<file path="src/rtl/aes_pkg.sv">
`default_nettype none
// ============================================================================
//  Module      : aes_pkg
//  Description : Shared AES types and GF(2^8) helpers for the MixColumns
//                datapath. Provides the byte / column-word / state typedefs,
//                the field reduction constant, xtime and multiply-by-3, the
//                column-slice helper and the sequencer state encoding.
//  Ports       : none (package)
//  Revision    : 1.0 - initial release
// ============================================================================
package aes_pkg;

    typedef logic [7:0]   byte_t;
    typedef logic [31:0]  word_t;
    typedef logic [127:0] state_t;

    // Column index within a state (four 32-bit columns).
    typedef logic [1:0]   col_idx_t;

    // Low byte of the AES field polynomial x^8 + x^4 + x^3 + x + 1 (0x11B).
    localparam byte_t c_gf_reduce = 8'h1B;

    // Index of the last column; the column counter stops here instead of
    // wrapping so the FSM can leave CALC cleanly.
    localparam col_idx_t c_last_col = 2'd3;

    // Sequencer states.
    typedef enum logic [1:0] {
        ST_IDLE = 2'd0,
        ST_CALC = 2'd1,
        ST_DONE = 2'd2
    } mc_state_e;

    // Multiply by x in GF(2^8): shift left, fold the carried-out bit back in.
    function automatic byte_t xtime(input byte_t b);
        return {b[6:0], 1'b0} ^ (b[7] ? c_gf_reduce : 8'h00);
    endfunction

    // Multiply by x+1 in GF(2^8).
    function automatic byte_t gf_mul3(input byte_t b);
        return xtime(b) ^ b;
    endfunction

    // Extract column c of a state (column c occupies bits [32c+31:32c]).
    function automatic word_t get_col(input state_t s, input col_idx_t c);
        return s[{c, 5'd0} +: 32];
    endfunction

endpackage : aes_pkg
`default_nettype wire

</file>
<file path="src/rtl/mix_column_word.sv">
`default_nettype none
// ============================================================================
//  Module      : mix_column_word
//  Description : Purely combinational forward AES MixColumns of one column.
//                out_r = 2*a_r ^ 3*a_(r+1) ^ a_(r+2) ^ a_(r+3), indices mod 4.
//  Ports       : col_i  [31:0]  input column, byte r at bits [8r+7:8r]
//                col_o  [31:0]  transformed column, same byte layout
//  Revision    : 1.0 - initial release
// ============================================================================
module mix_column_word
    import aes_pkg::*;
(
    input  word_t col_i,
    output word_t col_o
);

    genvar r;
    generate
        for (r = 0; r < 4; r++) begin : g_row
            // Byte positions of the three neighbours of row r, rotated mod 4.
            localparam int R1 = (r + 1) % 4;
            localparam int R2 = (r + 2) % 4;
            localparam int R3 = (r + 3) % 4;

            byte_t w_a0;
            byte_t w_a1;
            byte_t w_a2;
            byte_t w_a3;

            assign w_a0 = col_i[8*r  +: 8];
            assign w_a1 = col_i[8*R1 +: 8];
            assign w_a2 = col_i[8*R2 +: 8];
            assign w_a3 = col_i[8*R3 +: 8];

            assign col_o[8*r +: 8] = xtime(w_a0) ^ gf_mul3(w_a1) ^ w_a2 ^ w_a3;
        end
    endgenerate

endmodule : mix_column_word
`default_nettype wire

</file>
<file path="src/rtl/mix_columns_seq.sv">
`default_nettype none
// ============================================================================
//  Module      : mix_columns_seq
//  Description : Sequential forward AES MixColumns. Accepts a 128-bit state
//                on a valid/ready handshake, transforms one column per cycle
//                through a single shared mix_column_word instance, then holds
//                the result until the consumer takes it.
//                Timing: handshake edge -> 4 CALC edges -> DONE (out_valid);
//                output handshake -> IDLE; minimum 6 cycles per block.
//  Ports       : clk        clock, rising-edge
//                rst        asynchronous active-high reset
//                in_valid   state_in carries a block
//                in_ready   block can accept (IDLE only)
//                state_in   128-bit input state
//                out_valid  state_out holds a finished result (DONE only)
//                out_ready  consumer accepts state_out
//                state_out  128-bit transformed state
//                busy       FSM not in IDLE
//  Revision    : 1.0 - initial release
// ============================================================================
module mix_columns_seq
    import aes_pkg::*;
(
    input  logic         clk,
    input  logic         rst,
    input  logic         in_valid,
    output logic         in_ready,
    input  logic [127:0] state_in,
    output logic         out_valid,
    input  logic         out_ready,
    output logic [127:0] state_out,
    output logic         busy
);

    mc_state_e state_q, state_d;
    col_idx_t  col_q,   col_d;
    state_t    in_q,    in_d;
    state_t    out_q,   out_d;

    word_t     w_col_in;
    word_t     w_col_out;

    // ------------------------------------------------------------------
    // Shared column datapath: the counter selects which input column is
    // being transformed this cycle.
    // ------------------------------------------------------------------
    assign w_col_in = get_col(in_q, col_q);

    mix_column_word u_mix_column_word (
        .col_i (w_col_in),
        .col_o (w_col_out)
    );

    // ------------------------------------------------------------------
    // State register
    // ------------------------------------------------------------------
    always_ff @(posedge clk or posedge rst) begin
        if (rst) begin
            state_q <= ST_IDLE;
            col_q   <= '0;
            in_q    <= '0;
            out_q   <= '0;
        end else begin
            state_q <= state_d;
            col_q   <= col_d;
            in_q    <= in_d;
            out_q   <= out_d;
        end
    end

    // ------------------------------------------------------------------
    // Next-state logic
    // ------------------------------------------------------------------
    always_comb begin
        state_d = state_q;
        col_d   = col_q;
        in_d    = in_q;
        out_d   = out_q;

        case (state_q)
            ST_IDLE: begin
                // in_ready is high throughout IDLE, so in_valid alone
                // completes the handshake.
                if (in_valid) begin
                    in_d    = state_in;
                    col_d   = '0;
                    state_d = ST_CALC;
                end
            end

            ST_CALC: begin
                out_d[{col_q, 5'd0} +: 32] = w_col_out;
                // Hold the counter at the last column rather than wrapping;
                // it is cleared again on the next input handshake.
                if (col_q == c_last_col) begin
                    state_d = ST_DONE;
                end else begin
                    col_d = col_q + 2'd1;
                end
            end

            ST_DONE: begin
                // Leaving through IDLE guarantees no input is taken on the
                // output-handshake edge.
                if (out_ready) begin
                    state_d = ST_IDLE;
                end
            end

            default: begin
                state_d = ST_IDLE;
            end
        endcase
    end

    // ------------------------------------------------------------------
    // Outputs: decoded straight from the state register, so they follow
    // the asynchronous reset immediately.
    // ------------------------------------------------------------------
    assign in_ready  = (state_q == ST_IDLE);
    assign out_valid = (state_q == ST_DONE);
    assign busy      = (state_q != ST_IDLE);
    assign state_out = out_q;

endmodule : mix_columns_seq
`default_nettype wire

</file>
<file path="config.mk">
export PLATFORM = sky130hd
export DESIGN_NAME = mix_columns_seq
export DESIGN_NICKNAME = d
export VERILOG_FILES = /design/src/rtl/aes_pkg.sv /design/src/rtl/mix_column_word.sv /design/src/rtl/mix_columns_seq.sv
export SDC_FILE = /design/constraint.sdc
export NUM_CORES = 1
export LEC_CHECK = 0
export CORE_ASPECT_RATIO = 0.9
export CORE_MARGIN = 4
export CORE_UTILIZATION = 50
export CTS_CLUSTER_SIZE = 40
export DETAILED_ROUTE_END_ITERATION = 8
export PLACE_DENSITY = 0.8
export SLEW_MARGIN = 15
export SYNTH_ARGS = -nofsm -noshare
export SYNTH_HDL_FRONTEND = slang
export SYNTH_SLANG_ARGS = --single-unit
export TNS_END_PERCENT = 1
</file>
<file path="constraint.sdc">
create_clock -name clk -period 11.4 [get_ports clk]
set_clock_uncertainty 0.1 [all_clocks]
set_input_delay 2.28 -clock clk [delete_from_list [all_inputs] [get_ports clk]]
set_output_delay 2.28 -clock clk [all_outputs]
set_load 0.01 [all_outputs]
</file>
---- After elaboration in Yosys (flattened, before gate mapping) ----
Cells that the tools add are included.
word-level totals
  register bits ........................... 260
  input bits .............................. 132
  output and inout bits ................... 131
  logic and storage cells ................. 54
operators by class
  add/sub/neg operators ................... 2
  equality and inequality tests ........... 7
  shifts and indexed selects .............. 3
  multiplexer cells ....................... 12
  bitwise logic cells ..................... 20
  reduce and logical (&&, ||, !) cells .... 6
operators with widths
  cell                                                    count
  bitwise XOR 8 bit                                       20
  bitwise mux 128 bit                                     1
  variable shift 32 x 9 -> 128 bit, first input constant  1
  indexed part select 128 x 8 -> 32 bit                   1
  indexed part select 32 x 9 -> 128 bit                   1
  2-to-1 mux 5 bit                                        4
  2-to-1 mux 2 bit                                        5
  negation 7 -> 9 bit                                     1
  != test 2 bit, second input constant                    3
  case mux 2 bit (3 select lines)                         1
  AND reduction 3 bit                                     2
  == test 2 bit, second input constant                    2
  case mux 2 bit (2 select lines)                         1
  nonzero test 2 bit                                      2
  adder 2 x 1 -> 2 bit, second input constant             1
  == test 2 x 1 -> 1 bit, second input constant           1
  zero test 2 bit                                         1
  != test 2 x 1 -> 1 bit, second input constant           1
  AND reduction 2 bit                                     1

---- Longest topological paths before layout ----
  word-level depth ........................ 9
  mapped depth ............................ 8
  gate-level depth less buffers ........... 5

---- Modules after synthesis ----
A second synthesis with hierarchy kept.
second synthesis, totals
  cells, all modules ...................... 931
  area total of the unflattened synthesis .. 13095.1 um2
modules (own cells, without submodules)
  module           instances  cells an instance  area an instance (um2)  seq. area each (um2)
  mix_columns_seq  1          856                11785.1                 6506.2
  mix_column_word  1          75                 1310.0                  0.0

---- Worst setup path before layout ----
OpenSTA, ideal clock, no wires.
  path kind ............................... input port to flip-flop
  from .................................... input in_valid
  to ...................................... register in_q[100]
  library setup time ...................... 0.125 ns
  arrival time ............................ 3.360 ns
  required time ........................... 11.175 ns
  setup slack ............................. 7.815 ns
  cell stages on the path ................. 4
  buffers on the path ..................... 2
  cell sequence ........................... and2_1 clkbuf_1 clkbuf_1 mux2_2
on the way
  longest elaborated chain between the ends .. 1
ends and longest elaborated chain
  what                                  line                   text
  start, declared                       mix_columns_seq.sv:26  input logic in_valid,
  AND reduction 2 bit (no source line)  -
  end signal, assigned                  mix_columns_seq.sv:66  in_q <= in_d;
  end, declared                         mix_columns_seq.sv:37  state_t in_q, in_d;
No other way between the ends.
A chain may end at the register's enable or synchronous reset.

---- Worst setup path after layout ----
  from .................................... input in_valid
  to ...................................... register in_q[10]
The elaborated chain is that of the path after synthesis.

==> impl_metrics.csv <==
group,metric,value,unit
logic_synthesis,syn_avg_cell_area,14.0,um2
placed_design,port_buffers,262,
floorplanning,die_y,153,um
job,drv_cap,0,
clock_tree,cts_num_sinks,260,
clock_tree,insertion_delay,0.53,ns
sta,fin_crit_sh,0.391,
setup_path,critPathRequiredTime,11.71,ns
global_route,grt_overflow,0,
logic_synthesis,ys_ff_latch,260,
sta,rsz0062_at_grt,"no",
sta,max_slew.worst_pin.slew,1.04,ns
clock_tree,path_clk_slew,0.06,ns
sta,setup_tns,0,ns
setup_path,ff2ff_setup_slack,8.31,ns
clock_tree,cts_inserted_buffers,26,
routing,wl_per_cell,21.6,um
logic_synthesis,syn-num-nets,970,
sta,layout_min_cycle_time,4.45,ns
clock_tree,clockBufferDepth,3,
sta,hold_viol,0,
placed_design,gp_congestion,0.834,
floorplanning,ios,263,
clock_tree,cts.hold.buffers_added,0,
clock_tree,cts_root_buf,"clkbuf_16",
sta,setup_viol,0,
routing,dr.pass1.iters,4,
routing,vias_per_cell,5.44,
cells_and_area,multiInputGateArea,4880,um2
setup_path,critPathMaxFanout,80,
cells_and_area,final_cell_mix,"clkdlybuf4s50_1, dfrtp_1, nand2_1, mux2_2, o21ai_1",
clock_tree,cts_resized,0,
cells_and_area,stdcell_area,15300,um2
sta,setup_ws,6.95,ns
sta,hold_ws,0.383,ns
setup_path,worst_setup_path_end_kind,"flip-flop",
clock_tree,post-cts-setup-buffers,0,
sta,max_slew_margin,0.303,
global_route,antenna_found_initial,3,
floorplanning,start_util,0.512,
floorplanning,core_region_area,22700,um2
clock_tree,h-tree-depth,1,
routing,post-route-drc-count,0,
sta,fmax,0.224,GHz
global_route,first_global_vias,8103,
setup_path,cp-start-kind,"input pin",
cells_and_area,diodes,0,
routing,finalWirelength,30.3,mm
routing,postRouteAntennaNets,0,
cells_and_area,layout_commonest_cell,"clkdlybuf4s50_1",
clock_tree,cts_tree,"yes",
routing,vias,7632,
logic_synthesis,ys.warnings.count,0,
cells_and_area,drive_above_1_share,0.206,
run_status,outcome,"completed",
floorplanning,die_area,25700,um2
worst_hold_path,hp-class,"flip-flop to flip-flop",
logic_synthesis,netlist_area,11600,um2
routing,drt-initial-drc-count,606,
cells_and_area,n_fill_cell,1604,
floorplanning,die_w,169,um
global_route,grt_pass1_wl,47.8,mm
sta,drv_slew,0,
placed_design,place_worst_setup_slack,6.41,ns
setup_path,crit_type,"input pin to flip-flop",
logic_synthesis,syn_inst,832,
logic_synthesis,synth-seq-area-share,0.560,
logic_synthesis,synth_cell_types,31,
global_route,grt_max_degree,102,
placed_design,postPlaceCellArea,14500,um2
floorplanning,num_rows,52,
cells_and_area,areaGrowthSynthToFinish,31.9,%
cells_and_area,register_area,6510,um2
cells_and_area,fin_nets,1224,
placed_design,place_hpwl,22.1,mm
setup_path,crit_arrival,4.76,ns
global_route,grt.total_usage,0.237,
## critical path: stages
cell,delay (ns)
clkdlybuf4s50_1,0.52
and2_4,0.84
buf_4,0.64
mux2_2,0.41
## path summary, 6_finish.rpt
kind,start,to,depth (start not counted)
worst max-delay path,in_valid,in_q[10]$_DFFE_PP0P_,4
worst min-delay path,state_out[0]$_DFFE_PP0P_,state_out[0]$_DFFE_PP0P_,2
worst max register to register,col_q[0]$_DFFE_PP0P_,state_out[119]$_DFFE_PP0P_,5
worst min register to register,state_out[0]$_DFFE_PP0P_,state_out[0]$_DFFE_PP0P_,2
max in group asynchronous,rst,col_q[0]$_DFFE_PP0P_,3
min in group asynchronous,rst,state_out[0]$_DFFE_PP0P_,2
## registers in the layout (all words and copies together) (netlist names)
| name | cells |
|---|---|
| in_q | 128 |
| state_out | 128 |
| state_q | 2 |
| col_q | 2 |
## kinds of logic (layout without fill, tap and decap cells)
family                   Yosys count  after routing  synth area share
XOR/XNOR                          71             71             0.118
buffers and inverters             54            327            0.0207
multiplexers                     160            160             0.186
flip-flops                       260            260             0.560
AND/OR/NAND/NOR                  147            147            0.0502
AO/OA/AOI/OAI                    134            134            0.0584
adder cells (fa/ha/maj)            6              6           0.00646
## cells in the mapped netlist
cell,n,share of area
or2_2,1,0.00054
o21ai_1,118,0.051
nand4_1,2,0.0011
mux4_2,32,0.062
mux2_2,128,0.12
or4b_1,1,0.00086
nor2b_1,2,0.0011
xor3_1,7,0.014
buf_12,1,0.0017
inv_1,6,0.0019
a21oi_1,2,0.00086
a22o_1,1,0.00075
xnor2_4,5,0.012
nor3_1,1,0.00043
xor2_1,2,0.0015
xnor2_1,14,0.011
nor2_1,4,0.0013
nand2b_1,2,0.0011
buf_6,1,0.00097
o21ai_0,12,0.0052
xnor3_1,37,0.072
a31o_2,1,0.00075
ha_1,6,0.0065
and2_1,1,0.00054
clkbuf_1,37,0.012
buf_4,1,0.00065
nand2_1,132,0.043
buf_2,8,0.0034
or4_1,1,0.00065
xnor2_2,6,0.0084
dfrtp_1,260,0.56
## stage by stage
stage | std cells | util
5_1_grt | 1402 | 0.675
3_5_place_dp | 1355 | 0.638
6_report | 1402 | 0.675
2_1_floorplan | 832 | -
3_3_place_gp | 1355 | 0.638
4_1_cts | 1402 | 0.675
## final cells by class
type	instances	share of cell area
timing repair buffer	274	0.177
sequential	260	0.424
multi-input combinational	518	0.318
clock buffer	38	0.0487
tap	297	0.0242
clock inverter	9	0.00522
inverter	6	0.00196
## metal layers
layer  vias up  global-route usage  wire length, um
li1       3420                   -                -
met1      3889               0.330            12700
met2       272               0.390            14900
met3        45              0.0514             2130
met4         6              0.0475              511
met5         -                   0               41
Power is left out: the tool's default activity adds up to more than one toggle a clock period on the data nets, which glitch-free logic cannot reach.
